<file path="src/rtl/vga_draw_pkg.sv">
// ============================================================================
// Module   : vga_draw_pkg
// Purpose  : Shared screen geometry, pixel field widths and arbiter state codes
// Revision : 1.0 - initial release
// ============================================================================
`default_nettype none

package vga_draw_pkg;

  localparam int SCREEN_W = 160;
  localparam int SCREEN_H = 120;

  localparam int X_W = 8;
  localparam int Y_W = 7;
  localparam int C_W = 3;

  localparam logic [0:0] ST_IDLE  = 1'b0;
  localparam logic [0:0] ST_GRANT = 1'b1;

  typedef struct packed {
    logic [X_W-1:0] x;
    logic [Y_W-1:0] y;
    logic [C_W-1:0] c;
  } pixel_t;

  function automatic logic in_screen(input logic [X_W-1:0] x, input logic [Y_W-1:0] y);
    return (x < X_W'(SCREEN_W)) && (y < Y_W'(SCREEN_H));
  endfunction

endpackage

`default_nettype wire

</file>
<file path="src/rtl/rr_priority_pick.sv">
// ============================================================================
// Module   : rr_priority_pick
// Purpose  : Combinational round-robin winner search with optional fixed
//            top priority for requester 0
// Revision : 1.0 - initial release
// ============================================================================
`default_nettype none

module rr_priority_pick #(
  parameter int N     = 4,
  parameter int IDX_W = (N > 1) ? $clog2(N) : 1
) (
  input  logic [N-1:0]     i_req,
  input  logic [IDX_W-1:0] i_ptr,
  input  logic             i_prio0,
  output logic [N-1:0]     o_onehot,
  output logic [IDX_W-1:0] o_idx,
  output logic             o_valid
);

  int w_pos;

  always_comb begin
    o_onehot = '0;
    o_idx    = '0;
    o_valid  = 1'b0;
    w_pos    = 0;
    if (i_prio0 && i_req[0]) begin
      o_valid = 1'b1;
    end else begin
      // First set bit at or after i_ptr, wrapping past N-1 back to 0
      for (int k = 0; k < N; k++) begin
        if (!o_valid) begin
          w_pos = (int'(i_ptr) + k) % N;
          if (i_req[IDX_W'(w_pos)]) begin
            o_valid = 1'b1;
            o_idx   = IDX_W'(w_pos);
          end
        end
      end
    end
    if (o_valid) begin
      o_onehot[o_idx] = 1'b1;
    end
  end

endmodule

`default_nettype wire

</file>
<file path="src/rtl/vga_draw_arbiter.sv">
// ============================================================================
// Module   : vga_draw_arbiter
// Purpose  : Grants the single VGA pixel-write port to one drawing engine per
//            burst, registers its pixels and drops off-screen writes
// Revision : 1.0 - initial release
// ============================================================================
`default_nettype none

module vga_draw_arbiter
  import vga_draw_pkg::*;
#(
  parameter int NUM_REQ      = 4,
  parameter int PRIO0        = 1,
  parameter int IDLE_TIMEOUT = 16
) (
  input  logic                   clk,
  input  logic                   reset,
  input  logic [NUM_REQ-1:0]     req,
  input  logic [NUM_REQ-1:0]     last,
  input  logic [X_W*NUM_REQ-1:0] xin,
  input  logic [Y_W*NUM_REQ-1:0] yin,
  input  logic [C_W*NUM_REQ-1:0] colourIn,
  output logic [NUM_REQ-1:0]     gnt,
  output logic [X_W-1:0]         xout,
  output logic [Y_W-1:0]         yout,
  output logic [C_W-1:0]         colourOut,
  output logic                   drawEn,
  output logic                   clipped,
  output logic                   busy
);

  localparam int PTR_W = (NUM_REQ > 1) ? $clog2(NUM_REQ) : 1;
  localparam int CNT_W = $clog2(IDLE_TIMEOUT + 1);

  logic [0:0]         r_state;
  logic [NUM_REQ-1:0] r_gnt;
  logic [PTR_W-1:0]   r_owner;
  logic [PTR_W-1:0]   r_ptr;
  logic [CNT_W-1:0]   r_idle;
  pixel_t             r_pix;
  logic               r_draw;
  logic               r_clip;

  logic [NUM_REQ-1:0] w_pick_onehot;
  logic [PTR_W-1:0]   w_pick_idx;
  logic               w_pick_valid;

  pixel_t             w_pix_arr [NUM_REQ];
  pixel_t             w_own_pix;
  logic               w_own_req;
  logic               w_own_last;
  logic               w_accept;
  logic               w_in_range;
  logic [CNT_W-1:0]   w_idle_next;
  logic               w_timeout;
  logic               w_release;
  logic [PTR_W-1:0]   w_ptr_next;

  generate
    for (genvar i = 0; i < NUM_REQ; i++) begin : g_unpack
      assign w_pix_arr[i].x = xin[i*X_W +: X_W];
      assign w_pix_arr[i].y = yin[i*Y_W +: Y_W];
      assign w_pix_arr[i].c = colourIn[i*C_W +: C_W];
    end
  endgenerate

  rr_priority_pick #(
    .N     (NUM_REQ),
    .IDX_W (PTR_W)
  ) u_pick (
    .i_req    (req),
    .i_ptr    (r_ptr),
    .i_prio0  (PRIO0 != 0),
    .o_onehot (w_pick_onehot),
    .o_idx    (w_pick_idx),
    .o_valid  (w_pick_valid)
  );

  assign w_own_pix   = w_pix_arr[r_owner];
  assign w_own_req   = req[r_owner];
  assign w_own_last  = last[r_owner];
  assign w_accept    = (r_state == ST_GRANT) && w_own_req;
  assign w_in_range  = in_screen(w_own_pix.x, w_own_pix.y);
  assign w_idle_next = r_idle + 1'b1;
  // The idle cycle that brings the count to IDLE_TIMEOUT is itself the release cycle
  assign w_timeout   = (r_state == ST_GRANT) && !w_own_req &&
                       (w_idle_next == CNT_W'(IDLE_TIMEOUT));
  assign w_release   = (w_accept && w_own_last) || w_timeout;
  assign w_ptr_next  = (r_owner == PTR_W'(NUM_REQ - 1)) ? '0 : r_owner + 1'b1;

  always_ff @(posedge clk or posedge reset) begin
    if (reset) begin
      r_state <= ST_IDLE;
      r_gnt   <= '0;
      r_owner <= '0;
      r_ptr   <= '0;
      r_idle  <= '0;
      r_pix   <= '0;
      r_draw  <= 1'b0;
      r_clip  <= 1'b0;
    end else begin
      r_draw <= 1'b0;
      r_clip <= 1'b0;
      if (r_state == ST_IDLE) begin
        if (w_pick_valid) begin
          r_state <= ST_GRANT;
          r_gnt   <= w_pick_onehot;
          r_owner <= w_pick_idx;
          r_idle  <= '0;
        end
      end else begin
        if (w_accept) begin
          r_idle <= '0;
          if (w_in_range) begin
            r_pix  <= w_own_pix;
            r_draw <= 1'b1;
          end else begin
            r_clip <= 1'b1;
          end
        end else begin
          r_idle <= w_idle_next;
        end
        if (w_release) begin
          r_state <= ST_IDLE;
          r_gnt   <= '0;
          r_ptr   <= w_ptr_next;
          r_idle  <= '0;
        end
      end
    end
  end

  assign gnt       = r_gnt;
  assign xout      = r_pix.x;
  assign yout      = r_pix.y;
  assign colourOut = r_pix.c;
  assign drawEn    = r_draw;
  assign clipped   = r_clip;
  assign busy      = (r_state == ST_GRANT);

endmodule

`default_nettype wire

</file>
<file path="config.mk">
export PLATFORM = sky130hd
export DESIGN_NAME = vga_draw_arbiter
export DESIGN_NICKNAME = d
export VERILOG_FILES = /design/src/rtl/vga_draw_pkg.sv /design/src/rtl/rr_priority_pick.sv /design/src/rtl/vga_draw_arbiter.sv
export SDC_FILE = /design/constraint.sdc
export NUM_CORES = 1
export LEC_CHECK = 0
export ABC_CLOCK_PERIOD_IN_PS = 2600
export CORE_MARGIN = 2
export CORE_UTILIZATION = 42
export CTS_CLUSTER_SIZE = 24
export DETAILED_ROUTE_END_ITERATION = 8
export GPL_ROUTABILITY_DRIVEN = 0
export PLACE_DENSITY = 0.81
export SYNTH_ARGS = -nofsm -noshare
export SYNTH_HDL_FRONTEND = slang
export SYNTH_HIERARCHICAL = 1
export SYNTH_SLANG_ARGS = --single-unit
</file>
<file path="constraint.sdc">
create_clock -name clk -period 2.6 [get_ports clk]
set_clock_uncertainty 0.15 [all_clocks]
set_input_delay 0.52 -clock clk [delete_from_list [all_inputs] [get_ports clk]]
set_output_delay 0.52 -clock clk [all_outputs]
set_load 0.02 [all_outputs]
</file>
[After elaboration in Yosys (flattened, before gate mapping)]
Index checks and enable logic that the tools add are counted.
Storage, ports and cells
  word-level logic and storage cells: 100
  bits of input ports: 82
  output and inout bits: 25
  register bits: 34
Cells by class
  mux-type cells: 57
  eq/ne operators: 3
  add/subtract/negate cells: 5
  bitwise operators: 2
  reduce and logical (&&, ||, !) cells: 13
  order comparisons: 10
Operator list (number)
  $bmux W18 S2: 1
  $mux W18: 2
  $mux W1: 31
  $mux W5: 4
  $mux W2: 9
  $lt A2 B4 Y1 const B: 4
  $bmux W1 S2: 6
  $mux W4: 3
  $lt A8 B8 Y1 const B: 1
  $lt A7 B7 Y1 const B: 1
  $logic_and A1 B1 Y1: 6
  $lt A2 B3 Y1 const B: 2
  $reduce_and A2 Y1: 3
  $add A5 B1 Y5 const B: 1
  $eq A5 B5 Y1 const B: 1
  $add A2 B1 Y2 const B: 2
  $add A2 B2 Y2 const B: 2
  $ge A3 B3 Y1 const B: 1
  $not A2 Y3: 1
  $reduce_and A3 Y1: 1
  $demux W1 S2: 1
  $eq A2 B2 Y1 const B: 1
  $ge A2 B1 Y1 const B: 1
  $ne A2 B1 Y1 const B: 1
  other kinds (4): 4

[Longest topological paths before layout]
Gate-level depths: netlist of run 1.
  depth after elaboration: 17
  mapped depth: 7
  mapped depth without buffers: 6

[Hierarchy]
Netlist of run 1, hierarchy kept.
By module, submodules not included
  vga_draw_arbiter: area each 2177.1 µm², seq. area each 850.8 µm², cells each 160, times used 1
  rr_priority_pick: area each 142.6 µm², seq. area each 0.0 µm², cells each 22, times used 1

[Least setup slack after synthesis of run 1]
No wires, ideal clock.
  kind: register -> register
  from: reg r_owner[0]
  to: reg r_pix, in the netlist colourOut[1]
  setup time: 0.125 ns
  data arrival time: 2.049 ns
  path buffers: 3
  period minus slack after synthesis: 2.324 ns
  stages on the path, launching flop included: 8
  path slack: 0.276 ns
  required time: 2.325 ns
  path through: dfrtp_1 -> buf_6 -> mux4_2 -> o21ai_2 -> and3_4 -> buf_6 -> buf_8 -> mux2_4
Between the ends
  word-level cells in the longest chain between the ends: 7
  elaborated cells on any way between the ends: 11
  classes of those cells: order compare (2); mux (5); bitwise (1); reduce/logical (3)
RTL lines
  start: declaration: line vga_draw_arbiter.sv:37  | logic [PTR_W-1:0] r_owner;
  start signal: assignment: line vga_draw_arbiter.sv:108  | r_owner <= w_pick_idx;
  $not A2 Y3 (implied by the code): line vga_draw_arbiter.sv:79  | assign w_own_pix = w_pix_arr[r_owner];
  $bmux W18 S2: line vga_draw_arbiter.sv:79
  $mux W18 (implied by the code) (2 in a row): line vga_draw_arbiter.sv:79
  $lt A8 B8 Y1 or $lt A7 B7 Y1 (tied branches): line vga_draw_pkg.sv:27  | return (x < X_W'(SCREEN_W)) && (y < Y_W'(SCREEN_H));
  $logic_and A1 B1 Y1: line vga_draw_pkg.sv:27
  $reduce_and A3 Y1 (no line)
  end signal: assignment: line vga_draw_arbiter.sv:115  | r_pix <= w_own_pix;
  end: declaration: line vga_draw_arbiter.sv:40  | pixel_t r_pix;
Several ways; a longest one is shown, not always the timed one. The select of a mux whose other input is x is not followed.
A chain may end at the register's enable or synchronous reset.

[Worst setup path in the final report of run 1]
  from: in req[1]
  to: reg r_pix, in the netlist xout[4]
Between the ends
  word-level cells in the longest chain between the ends: 4
RTL lines
  start: declaration: line vga_draw_arbiter.sv:18  | input logic [NUM_REQ-1:0] req,
  $bmux W1 S2: line vga_draw_arbiter.sv:80  | assign w_own_req = req[r_owner];
  $mux W1 (implied by the code): line vga_draw_arbiter.sv:80
  $logic_and A1 B1 Y1: line vga_draw_arbiter.sv:82  | assign w_accept = (r_state == ST_GRANT) && w_own_req;
  $reduce_and A3 Y1 (no line)
Every way passes these cells. The select of a mux whose other input is x is not followed.

==> results of run 1 <==
[cell usage in the layout (no fill, tap or decap), drive strengths merged, types with 2 or more instances in the layout]
cell,synthesis,routed
o22a,4,4
mux2i,2,2
clkbuf,2,7
nand2b,6,6
conb,1,3
nor3,3,3
xnor2,2,2
nor2b,4,4
a311oi,4,4
a21oi,5,5
o21ai,3,3
nand4,3,3
nand2,9,9
o32ai,2,2
a22oi,2,2
a31oi,2,2
dfrtp,34,34
mux2,17,17
a311o,2,2
buf,7,19
a22o,2,2
and3,3,3
o22ai,2,2
xor2,2,2
ha,3,3
inv,8,8
nor2,7,7
clkdlybuf4s50,0,106
mux4,20,20
a221o,2,2
and2,2,2
nand3,3,3
[registers in the layout, summed over array words and instances (netlist names)]
name	count
xout	8
r_owner	2
yout	7
drawEn	1
busy	1
r_idle	5
clipped	1
colourOut	3
gnt	4
r_ptr	2
[worst min-delay path by stage]
stage	start	cells after the start	endpoint	slack (ps)
global route	yout[3]$_DFFE_PP0P_	1	yout[3]$_DFFE_PP0P_	370
floorplan	r_idle[1]$_DFFE_PP0P_	1	r_idle[1]$_DFFE_PP0P_	410
finish	xout[5]$_DFFE_PP0P_	1	xout[5]$_DFFE_PP0P_	340
global placement	xout[6]$_DFFE_PP0P_	1	xout[6]$_DFFE_PP0P_	320
CTS	xout[5]$_DFFE_PP0P_	1	xout[5]$_DFFE_PP0P_	340
detailed placement	xout[5]$_DFFE_PP0P_	1	xout[5]$_DFFE_PP0P_	330
[stage by stage]
| step | std cells | util [%] | setup TNS (ps) |
|---|---|---|---|
| global placement | 372 | 65.7 | -145 |
| global route | 380 | 67.7 | 0 |
| finish | 380 | 67.7 | 0 |
| floorplan | 184 | - | 0 |
| CTS | 380 | 67.7 | 0 |
| detailed placement | 372 | 65.7 | -376 |
[cell families (layout without fill, tap and decap cells)]
| group | after synthesis | after routing | share of synthesized area, % |
|---|---|---|---|
| other cells | 1 | 3 | 0.162 |
| simple gates | 43 | 43 | 10.4 |
| mux | 39 | 39 | 30.8 |
| fa+ha+maj | 3 | 3 | 1.62 |
| compound gates | 41 | 41 | 14.6 |
| xor+xnor | 4 | 4 | 1.51 |
| buf+inv | 17 | 141 | 4.26 |
| flops | 34 | 34 | 36.7 |
[critical path, cell delays in order]
cell	delay (ps)
clkdlybuf4s50_1	470
mux4_2	590
and2_4	210
and3_4	250
mux2_1	340
[layer usage]
metal  up-vias  track usage, %  share of wire (%)
met5         -               0                  0
met4         0            8.95                2.2
met3        10            4.48                7.2
met2        88            34.9                 50
met1      1021            23.8                 41
li1        972               -                  -
[power breakdown]
part	internal [mW]	switching, mW	total (mW)	leakage, nW
Clock	0.287	0.182	0.469	0.0524
Combinational	1.33	1.02	2.36	1.01
Sequential	0.767	0.221	0.988	0.413
Total	2.39	1.43	3.81	1.48
[final cells by class]
cell class | count | share of cell area, %
clock inverters | 1 | 0.821
multi-input cells | 133 | 37.7
clock buffers | 7 | 2.09
flip-flops and latches | 34 | 23.3
inverters | 8 | 0.821
well taps | 72 | 2.46
repair buffers | 125 | 32.9
==> impl_results.md, run 1 <==
- Post-synthesis sequential area ratio: 36.7%
- Crit Path Category: in2reg
- Post-layout nets: 392
- Dpl ws: -58.7 ps
- Power Dens Cells: about 1000 mW/mm^2
- Clock Sinks: 34
- Slew headroom: 66.4%
- Placed cell area: about 0.0036 mm^2
- DIE WIDTH: ~80 um
- Max VDD drop: 608 uV
- Post-Syn Area per Cell: ~13 um^2
- Final hold vios: 0
- Hold slack: 338 ps
- Total gr overflow: 0
- Root Driver: clkbuf_8
- I/O Pins: 107
- Crit-path max FO: 14
- Worst-Margin Slew: 504 ps
- Reg clk slew, reported paths: 60 ps
- Routed Antenna Nets: 0
- Drt wl/cell: 16.2 um
- Resized Gates After CTS: 0
- Flops & latches, synth: 34
- Crit path launch type: primary input
- Via count: 2,091
- IO Port Bufs: 106
- Leakage power: between 1 and 1.5 nW
- Crit path to: xout[4]$_DFFE_PP0P_
- Antenna diodes: 0
- # Post-CTS Setup Buffers: 0
- TritonCTS clock tree: built
- # rows: 27
- Synth top area cells: dfrtp_1, mux4_2, mux2_4
- Ys async rst share: between 90% and 100%
- H-tree levels: 2
- Max_cap viols: 0
- Maximum root-to-sink buffer count: 2
- DRT Wirelength: 6.14 mm
- Detail Placement HPWL: 4.74 mm
- Total power: 3.81 mW
- Initial antenna violation count: 0
- Core ar.: about 0.0054 mm^2
- Most common cell in the netlist: dfrtp_1
- Minimum clock period: 2360 ps
- Most frequent cells after synthesis: dfrtp_1, mux4_2, mux2_4, nand2_1, inv_1
- FF-to-FF setup slack: 260 ps
- Post-synth EDFFs: 0
- Period utilization: 90.9%
- Cell area after synthesis: 0.00232 mm^2
- Die Area: just over 0.006 mm^2
- Vias in the first global route: 2,077
- HP Class: reg2reg
- Largest net degree at the start of global routing: 35
- Status: completed
- Hold buffers post-CTS: 0
- Layout cell share with drive strength beyond 1: 19.5%
- First-pass DRT Iterations: 4
- DRT iter0 DRCs: 81
- CP required: between 2000 and 3000 ps
- Synth Flop Type: dfrtp_1
- Initial cell density of the core: 42.9%
- CTS Buf Count: 5
- Cells after Synth: 182
- Register area: roughly 850 um^2
- Worst r2r dst: xout[4]$_DFFE_PP0P_
- Layout area overhead: 57.7%
- PnR worst setup slack: 236 ps
- Total track usage: ~20%
- Die height: 78.3 um
- Fillers: 408
- Via density: 5.50
- First-pass GRT wire length: 9.66 mm
- Worst r2r src: r_owner[0]$_DFFE_PP0P_
- Final instance area: roughly 0.0037 mm^2
- Drc violations: 0
- Yosys Warn Count: 6
- Leading area contributor after synthesis: dfrtp_1
- Area of the multi-input gates: 0.00138 mm^2
- Reg2Reg Depth: 5
- Fmax: 423 MHz
- Post-synthesis cell type count: 57
- Crit path from: req[1]
- Critical Path AT: 2380 ps
- Synth top area share: 36.7%
- Final setup vio count: 0
- RSZ-0062 raised after global routing: no
- Worst-Skew Late Latency: 280 ps
- CP Capture Type: flip-flop
- Fin. max-slew vios: 0
Note: power is estimated with default switching activity, not from simulation.
==> inputs of run 2 (changes only) <==
--- a/config.mk
+++ b/config.mk
@@ -6,6 +6,7 @@
 export NUM_CORES = 1
 export LEC_CHECK = 0
 export ABC_CLOCK_PERIOD_IN_PS = 2600
+export CORE_ASPECT_RATIO = 1.5
 export CORE_MARGIN = 2
 export CORE_UTILIZATION = 42
 export CTS_CLUSTER_SIZE = 24
==> run 2 against run 1 <==
  * Register-to-register slack got worse by 40 ps
  * Count of clock-buffer cells in the layout down 2
  * Die area increased by 0.21%
  * First-iteration DRC count up 11%
  * Critical path depth unchanged
  * Global-route usage grew 1.6 points
  * Setup slack got worse by 13 ps
  * Critical endpoint is now colourOut[0]$_DFFE_PP0P_
==> impl_results.md, run 2 (synthesis results as in run 1) <==
- Worst-Skew Late Latency: 280 ps (about the same)
- Fmax: 421 MHz (-0.56%)
- Fin. max-slew vios: 0 (unchanged)
- Clock Sinks: 34 (unchanged)
- CP bufs+invs: 1 (unchanged)
- # rows: 33 (+22%)
- Hold slack: 339 ps (+0.678 ps)
- DRT iter0 DRCs: 90 (+11%)
- Vias in the first global route: 2,149 (+3.5%)
- Switching Share: 37.0% (-0.40 points)
- Final setup vio count: 0 (unchanged)
- Drc violations: 0 (unchanged)
- Largest register FFs: 8 (unchanged)
- Core Util, Final: 68.8% (+1.1 points)
- Period utilization: 91.4% (+0.52 points)
- Max VDD drop: 556 uV (-8.6%)
- Initial antenna violation count: 0 (unchanged)
- Slew headroom: 64.2% (-2.2 points)
- Initial cell density of the core: 42.9% (about the same)
- H-tree levels: 2 (unchanged)
- Top cell family by delay on the critical path: multiplexers
- Post-layout nets: 395 (+0.77%)
- Detail Placement HPWL: 5.34 mm (+13%)
- Status: completed
- HP Class: reg2reg
- Fillers: 393 (-3.7%)
- Max_cap viols: 0 (unchanged)
- Crit Path Category: reg2reg
- Critical Path AT: 2400 ps (+20 ps)
- Commonest non-fill, non-tap cell in the layout: clkdlybuf4s50_1
- Root Driver: clkbuf_8
- Via density: 5.55 (+0.93%)
- RSZ-0062 raised after global routing: no
- Largest net degree at the start of global routing: 35 (unchanged)
- I/O Pins: 107 (unchanged)
- Worst-Margin Slew: 536 ps (+32.4 ps)
- Core ar.: 0.00541 mm^2 (about the same)
- Leakage power: 1.51 nW (+2.3%)
- Layout cell share with drive strength beyond 1: 20.9% (+1.4 points)
- Die height: 95.0 um (+21%)
- Critical path, cell by cell: buf_12, mux4_1, nand4_1, and3_4, mux2_1
- Placed cell area: 0.00358 mm^2 (+0.92%)
- Comb pwr share: 60.8% (-1.0 points)
- Dpl ws: -89.5 ps (-30.8 ps)
- First-pass GRT wire length: 10.2 mm (+5.2%)
- IO Port Bufs: 106 (unchanged)
- CP max-delay cell: mux4_1
- Final instance area: 0.00372 mm^2 (+1.7%)
- Die Area: 0.00615 mm^2 (+0.21%)
- Crit path launch type: flip-flop
- Minimum clock period: 2380 ps (+13.4 ps)
- DRT Wirelength: 6.71 mm (+9.3%)
- Total power: 4.00 mW (+5.0%)
- PnR worst setup slack: 223 ps (-13.4 ps)
- Via count: 2,116 (+1.2%)
- Placed Instances: 373 (+0.27%)
- Layout area overhead: 60.5%
- Total gr overflow: 0 (unchanged)
- DIE WIDTH: 64.7 um (-17%)
- TritonCTS clock tree: built
- Drt wl/cell: 17.6 um (+9.0%)
- Most frequent cells in the layout: clkdlybuf4s50_1, dfrtp_1, buf_4
- Maximum root-to-sink buffer count: 2 (unchanged)
- Final hold vios: 0 (unchanged)
- Setup_tns: 0 ps (unchanged)
- Power Dens Cells: 1080 mW/mm^2 (+3.2%)
- Sequential fraction of design power: 24.6% (-1.3 points)
- Hold buffers post-CTS: 0 (unchanged)
- CTS Buf Count: 5 (unchanged)
- NetSw: 1.48 mW (+3.9%)
- Max incr delay on CP: 590 ps (about the same)
- Int Pwr: 2.52 mW (+5.7%)
- Resized Gates After CTS: 0 (unchanged)
- CP Capture Type: flip-flop
- FF-to-FF setup slack: 220 ps (-40 ps)
- Total track usage: 21.7% (+1.6 points)
- Clock Power Share: 14.6% (+2.3 points)
- Reg clk slew, reported paths: 80 ps (+20 ps)
- # Post-CTS Setup Buffers: 0 (unchanged)
- Antenna diodes: 0 (unchanged)
- CP required: 2620 ps (about the same)
- Non-Filler Instances: 381 (+0.26%)
- First-pass DRT Iterations: 4 (unchanged)
- Routed Antenna Nets: 0 (unchanged)
- Crit-path max FO: 18 (+4)
==> run 2: cell count changes in the layout (fill, tap and decap cells not counted) <==
cell and delta:
buf_12 +1, buf_4 +2, bufinv_16 +1, clkbuf_1 -2, clkinv_4 +1
==> run 2: worst paths after layout <==
check                                        from                  endpoint  depth (start not counted)
max                        r_owner[0]$_DFFE_PP0P_  colourOut[0]$_DFFE_PP0P_                          5
min reg2reg                   yout[6]$_DFFE_PP0P_       yout[6]$_DFFE_PP0P_                          1
min                           yout[6]$_DFFE_PP0P_       yout[6]$_DFFE_PP0P_                          1
min in group asynchronous                   reset       xout[3]$_DFFE_PP0P_                          3
max in group asynchronous                   reset     r_idle[1]$_DFFE_PP0P_                          3
max reg2reg                r_owner[0]$_DFFE_PP0P_  colourOut[0]$_DFFE_PP0P_                          5
==> run 2: power by group through the flow <==
stage                     Combinational [mW]  Sequential (mW)  Clock [mW]
after global routing                    2.59             1.01       0.620
after floorplan                         1.33             1.16           0
final                                   2.44            0.985       0.583
after detailed placement                2.43            0.990           0
after global placement                  2.38            0.980           0
after CTS                               2.45            0.983       0.594
==> run 2: worst register-to-register path, stage by stage (launching register included) <==
cell,delay [ps]
dfrtp_1,400
buf_12,200
mux4_1,600
nand4_1,190
and3_4,380
mux2_1,360
==> run 2: area by class of cell <==
class                      count  area [um^2]  share of cell area (%)
timing repair buffer         128         1240                    33.3
inverter                       8         30.0                   0.807
clock buffer                   5         68.8                    1.85
tap                           70         87.6                    2.35
clock inverter                 3         68.8                    1.85
sequential                    34          851                    22.9
multi-input combinational    133         1380                    37.0
==> run 2: per-layer routing <==
layer | up-vias | global-route usage, % | wire [um]
li1 | 984 | - | -
met2 | 60 | 42.4 | 3850
met4 | 0 | 6.56 | 124
met5 | - | 0 | 0
met1 | 1062 | 23.6 | 2500
met3 | 10 | 3.42 | 233
==> patch 1, RTL diff (settings of run 2) <==
Set the parameter `NUM_REQ` to 8 (it was 4).
--- a/src/rtl/vga_draw_arbiter.sv
+++ b/src/rtl/vga_draw_arbiter.sv
@@ -9,7 +9,7 @@
 module vga_draw_arbiter
   import vga_draw_pkg::*;
 #(
-  parameter int NUM_REQ      = 4,
+  parameter int NUM_REQ      = 8,
   parameter int PRIO0        = 1,
   parameter int IDLE_TIMEOUT = 16
 ) (
Interface: changed (6 resized); port bits go from 107 to 191. No check against the original RTL was run, so the function may have changed too.
==> patch 1 against run 2 <==
The flow now finishes with violations (negative setup slack); critical path type unchanged; clock power rose by 7.0%; wire length rose by 130%; sequential share of layout area fell by 9.0 points; final area rose by 96%; worst setup slack got worse by 0.87 ns; total power rose by 140%; largest power group unchanged; area after synthesis rose by 79%; sequential cell count rose by 6; global-route usage rose by 5.7 points; fmax fell by 27%.
==> patch 1: results (changes against run 2) <==
drive_above_1_share_pct: 38.2  # was 20.9%
synth_area_leaders: "dfrtp_1, mux4_2, mux4_1, mux2_2, mux2i_1"  # was dfrtp_1, mux4_2, mux2_4, mux4_1, mux2_1
tns_ns: -9.18  # was 0 ns
avgSynthCellArea_um2: 11.8  # was 12.7 um2
cts_resized: 49  # was 0
drt_wl_total_mm: 15.1  # was 6.71 mm
port_buffers: 190  # was 106
grt_pass1_vias: 4607  # was 2149
wl_met2_mm: 8.43  # was 3.85 mm
grt_pass1_wl_mm: 23.2  # was 10.2 mm
cts_root_buf: "clkbuf_16"  # was clkbuf_8
inverters_excl_clock: 11  # was 8
worstPathArrival_ns: 3.27  # was 2.40 ns
grt_max_degree: 23  # was 35
cp_max_fo: 6  # was 18
dieArea_um2: 10700  # was 6150 um2
path_clk_slew_ns: 0.06  # was 0.08 ns
multi_input_gates: 279  # was 133
multiInputGateArea_um2: 3270  # was 1380 um2
ir_drop_uv: 871  # was 556 uV
wl_met1_mm: 4.97  # was 2.50 mm
setup_viol: 37  # was 0
clkCellAreaFrac_pct: 2.11  # was 3.70%
tightest_slew_ns: 0.733  # was 0.536 ns
ys_seq_area_share_pct: 24.2  # was 36.7%
signal_buffers: 274  # was 128
status: "complete, but fails checks"  # was complete, no violations
dpl.cell_count: 702  # was 373
fin_cells: 727  # was 381
dr_wl_met3_um: 947  # was 233 um
grt_usage_pct: 27.3  # was 21.7%
detailedPlacementHpwl_mm: 11.6  # was 5.34 mm
num_vias: 4334  # was 2116
p_leak_nw: 2.94  # was 1.51 nW
violations: "negative setup slack"
final_cell_area_um2: 7280  # was 3720 um2
place_ws_ns: -0.882  # was -0.0895 ns
fin_ws_ns: -0.643  # was 0.223 ns
fin_nets: 779  # was 395
place_area_um2: 6680  # was 3580 um2
ys_top_cells_by_count: "dfrtp_1, nand2_1, mux4_2"  # was dfrtp_1, mux4_2, mux2_4, nand2_1, inv_1
synth_cell_types: 60  # was 57
patch 1: cell types whose count changed after synthesis, sizes merged, moves of 8 or more:
cell	before	now
nand2	9	38
mux2	17	45
mux4	20	52
mux2i	2	16
o21ai	3	15
buf	7	15
nor3	3	11
patch 1: report_power, final:
part	internal, mW	total [mW]	switching (mW)
logic	4.19	7.72	3.53
clock network	0.381	0.624	0.242
registers	0.902	1.15	0.247
patch 1: cell families (layout without fill, tap and decap cells):
| kind of cell | Yosys count | count (layout) | share of synthesized area [%] |
|---|---|---|---|
| mux | 113 | 113 | 46.7 |
| simple gates | 95 | 96 | 11.3 |
| compound gates | 57 | 57 | 10.1 |
| flops | 40 | 40 | 24.2 |
| buf+inv | 35 | 293 | 4.74 |
| fa+ha+maj | 6 | 6 | 1.81 |
| xor+xnor | 5 | 5 | 1.06 |
| other cells | 1 | 2 | 0.0905 |
patch 1: worst paths after layout:
kind | from | end | slack (ns) | cells after the start
worst max-delay path | r_ptr[1] | r_owner[1] | -0.64 | 13
worst min-delay path | xout[4] | xout[4] | 0.36 | 1
worst max register to register | r_ptr[1] | r_owner[1] | -0.64 | 13
worst min register to register | xout[4] | xout[4] | 0.36 | 1
max in group asynchronous | reset | xout[6] | 1.36 | 3
min in group asynchronous | reset | r_owner[2] | 0.44 | 2
patch 1: worst max-delay path: stages (launching register included):
cell and delay, ns:
dfrtp_2 0.45, inv_6 0.07, ha_4 0.21, buf_6 0.13
mux2i_4 0.19, mux4_2 0.52, a32o_2 0.34, a32oi_1 0.27
o32a_1 0.31, inv_2 0.13, buf_6 0.14, buf_6 0.10
nand2_2 0.06, nand2_1 0.05
patch 1: metal layers:
metal  GRT usage, %  vias up
li1               -     1926
met1           27.2     2121
met2           54.3      226
met3           3.87       61
met4           11.7        0
met5              0        -
==> patch 2, RTL diff (config.mk and constraints of run 2) <==
Without the edit above. Reset style: synchronous (`reset`), changed in one clocked block.
--- a/src/rtl/vga_draw_arbiter.sv
+++ b/src/rtl/vga_draw_arbiter.sv
@@ -88,7 +88,7 @@
   assign w_release   = (w_accept && w_own_last) || w_timeout;
   assign w_ptr_next  = (r_owner == PTR_W'(NUM_REQ - 1)) ? '0 : r_owner + 1'b1;
 
-  always_ff @(posedge clk or posedge reset) begin
+  always_ff @(posedge clk) begin
     if (reset) begin
       r_state <= ST_IDLE;
       r_gnt   <= '0;
Function: differs if reset is asserted again (counterexample within 4 cycles, from zero or initial values and one cycle with reset high); with reset held inactive, the same outputs for 10 cycles.
==> patch 2 against run 2 <==
Fmax increased by 3.3%; sequential cell count unchanged; area after synthesis decreased by 2.2%; worst setup slack better by 0.076 ns; highest routed layer unchanged; sequential share of layout area down 4.2 points; wire length shrank 1.1%; first-iteration DRC count grew 41%; critical endpoint is now r_ptr[1]; final area shrank 2.0%.
Power is not compared: it rests on default switching activity, and its combinational part moved more than twofold at a synthesized area within 25%.
==> patch 2: results (changes against run 2) <==
reg2reg_depth: 5  # unchanged
drt_wl_total_mm: 6.63  # was 6.71 mm
cts_buffers: 5  # unchanged
port_buffers: 106  # unchanged
synth_area_leaders: "dfxtp_1, mux4_2, a21oi_1, o31ai_1, nand4_1"  # was dfrtp_1, mux4_2, mux2_4, mux4_1, mux2_1
min_to: "xout[3]"  # was yout[6]
ys_seq_area_share_pct: 30.0  # was 36.7%
h-tree-depth: 2  # unchanged
netlist_instances: 231  # was 182
clk_latency_ns: 0.28  # about the same
synth_cell_types: 51  # was 57
hold_buffers: 0  # unchanged
grt_max_degree: 29  # was 35
detailedPlacementHpwl_mm: 5.39  # was 5.34 mm
dr.pass1.iters: 4  # unchanged
antenna_found_initial: 0  # unchanged
grt_usage_pct: 23.4  # was 21.7%
yosysWarningCount: 6  # unchanged
grt_pass1_wl_mm: 11.0  # was 10.2 mm
cp_max_fo: 4  # was 18
fin_nets: 433  # was 395
min_delay_path_depth: 2  # was 1
whs_ns: 0.324  # was 0.339 ns
p_leak_nw: 1.28
slowest_delay_ns: 0.54  # was 0.59 ns
place_ws_ns: -0.00758  # was -0.0895 ns
reg2reg_from: "r_owner[0]"  # unchanged
cts_root_buf: "clkbuf_8"  # unchanged
tightest_slew_ns: 0.592  # was 0.536 ns
largest_register_ffs: 8  # unchanged
worstPathArrival_ns: 2.34  # was 2.40 ns
async_reset_ff_share_pct: 0  # was 100%
design.core.area_um2: 5160  # was 5410 um2
drtIter0Drc: 127  # was 90
clockBufferDepth: 2  # unchanged
worst_path_max_delay_cell: "mux4_2"  # was mux4_1
post_cts_buffers: 0  # unchanged
status: "complete, no violations"  # unchanged
rr_endpoint: "yout[2]"  # was colourOut[0]
path_delay_family: "multiplexers"  # unchanged
ir_drop_uv: 269
drive_above_1_share_pct: 16.6  # was 20.9%
num_vias: 2387  # was 2116
startpoint: "req[2]"  # was r_owner[0]
final-max-slew-violation-count: 0  # unchanged
ys_top_cells_by_count: "dfxtp_1, a21oi_1, mux4_2"  # was dfrtp_1, mux4_2, mux2_4, nand2_1, inv_1
holdCritStartpoint: "xout[3]"  # was yout[6]
reg2reg_slack_ns: 0.32  # was 0.22 ns
hold_class: "register to register"  # unchanged
dpl.cell_count: 409  # was 373
drc: 0  # unchanged
wire_per_inst_um: 15.9  # was 17.6 um
==> patch 2: through the flow <==
stage | util [%] | TNS [ns] | power (mW) | area [um2]
global route | 70.6 | 0 | 1.78 | 3650
global placement | 68.5 | 0 | 1.22 | 3540
detailed placement | 68.5 | -0.00758 | 1.23 | 3540
finish | 70.6 | 0 | 1.69 | 3650
CTS | 70.6 | 0 | 1.70 | 3650
floorplan | - | 0 | 0.938 | 2280
==> patch 2: how the worst max path moves through the flow <==
| stage | endpoint | slack (ns) | cells past startpoint |
|---|---|---|---|
| 6_report | r_ptr[1] | 0.30 | 4 |
| 3_5_place_dp | r_ptr[1] | -0.008 | 4 |
| 4_1_cts | xout[0] | 0.29 | 5 |
| 3_3_place_gp | r_ptr[1] | 0.07 | 4 |
| 5_1_grt | yout[2] | 0.11 | 5 |
| 2_1_floorplan | colourOut[0] | 0.40 | 7 |
==> patch 2: per-layer routing <==
layer | track usage (%) | wire, um
met1 | 27.0 | 2640
met2 | 41.3 | 3500
met3 | 4.44 | 346
met4 | 10.9 | 146
met5 | 0 | 0
==> patch 2: cells by family (layout without fill, tap and decap cells) <==
group,count (synthesis),in the layout,share of synthesized area [%]
AND/OR/NAND/NOR,60,60,14.9
multiplexers,22,22,21.2
buffers and inverters,27,143,5.52
adder cells (fa/ha/maj),3,3,1.65
other,1,3,0.165
AO/OA/AOI/OAI,83,83,26.1
XOR/XNOR,1,1,0.386
flip-flops,34,34,30.0
==> patch 2: area by class of cell <==
class,count,area (um2)
fill,383,1520
multi-input combinational,172,1470
timing repair buffer,128,1280
sequential,34,681
tap,68,85.1
clock buffer,5,68.8
clock inverter,3,40.0
inverter,7,26.3
==> patch 2: where the power goes <==
group	internal, mW	switching, mW	total [mW]
clock	0.282	0.193	0.475
combinational	0.351	0.272	0.623
sequential	0.557	0.0361	0.593
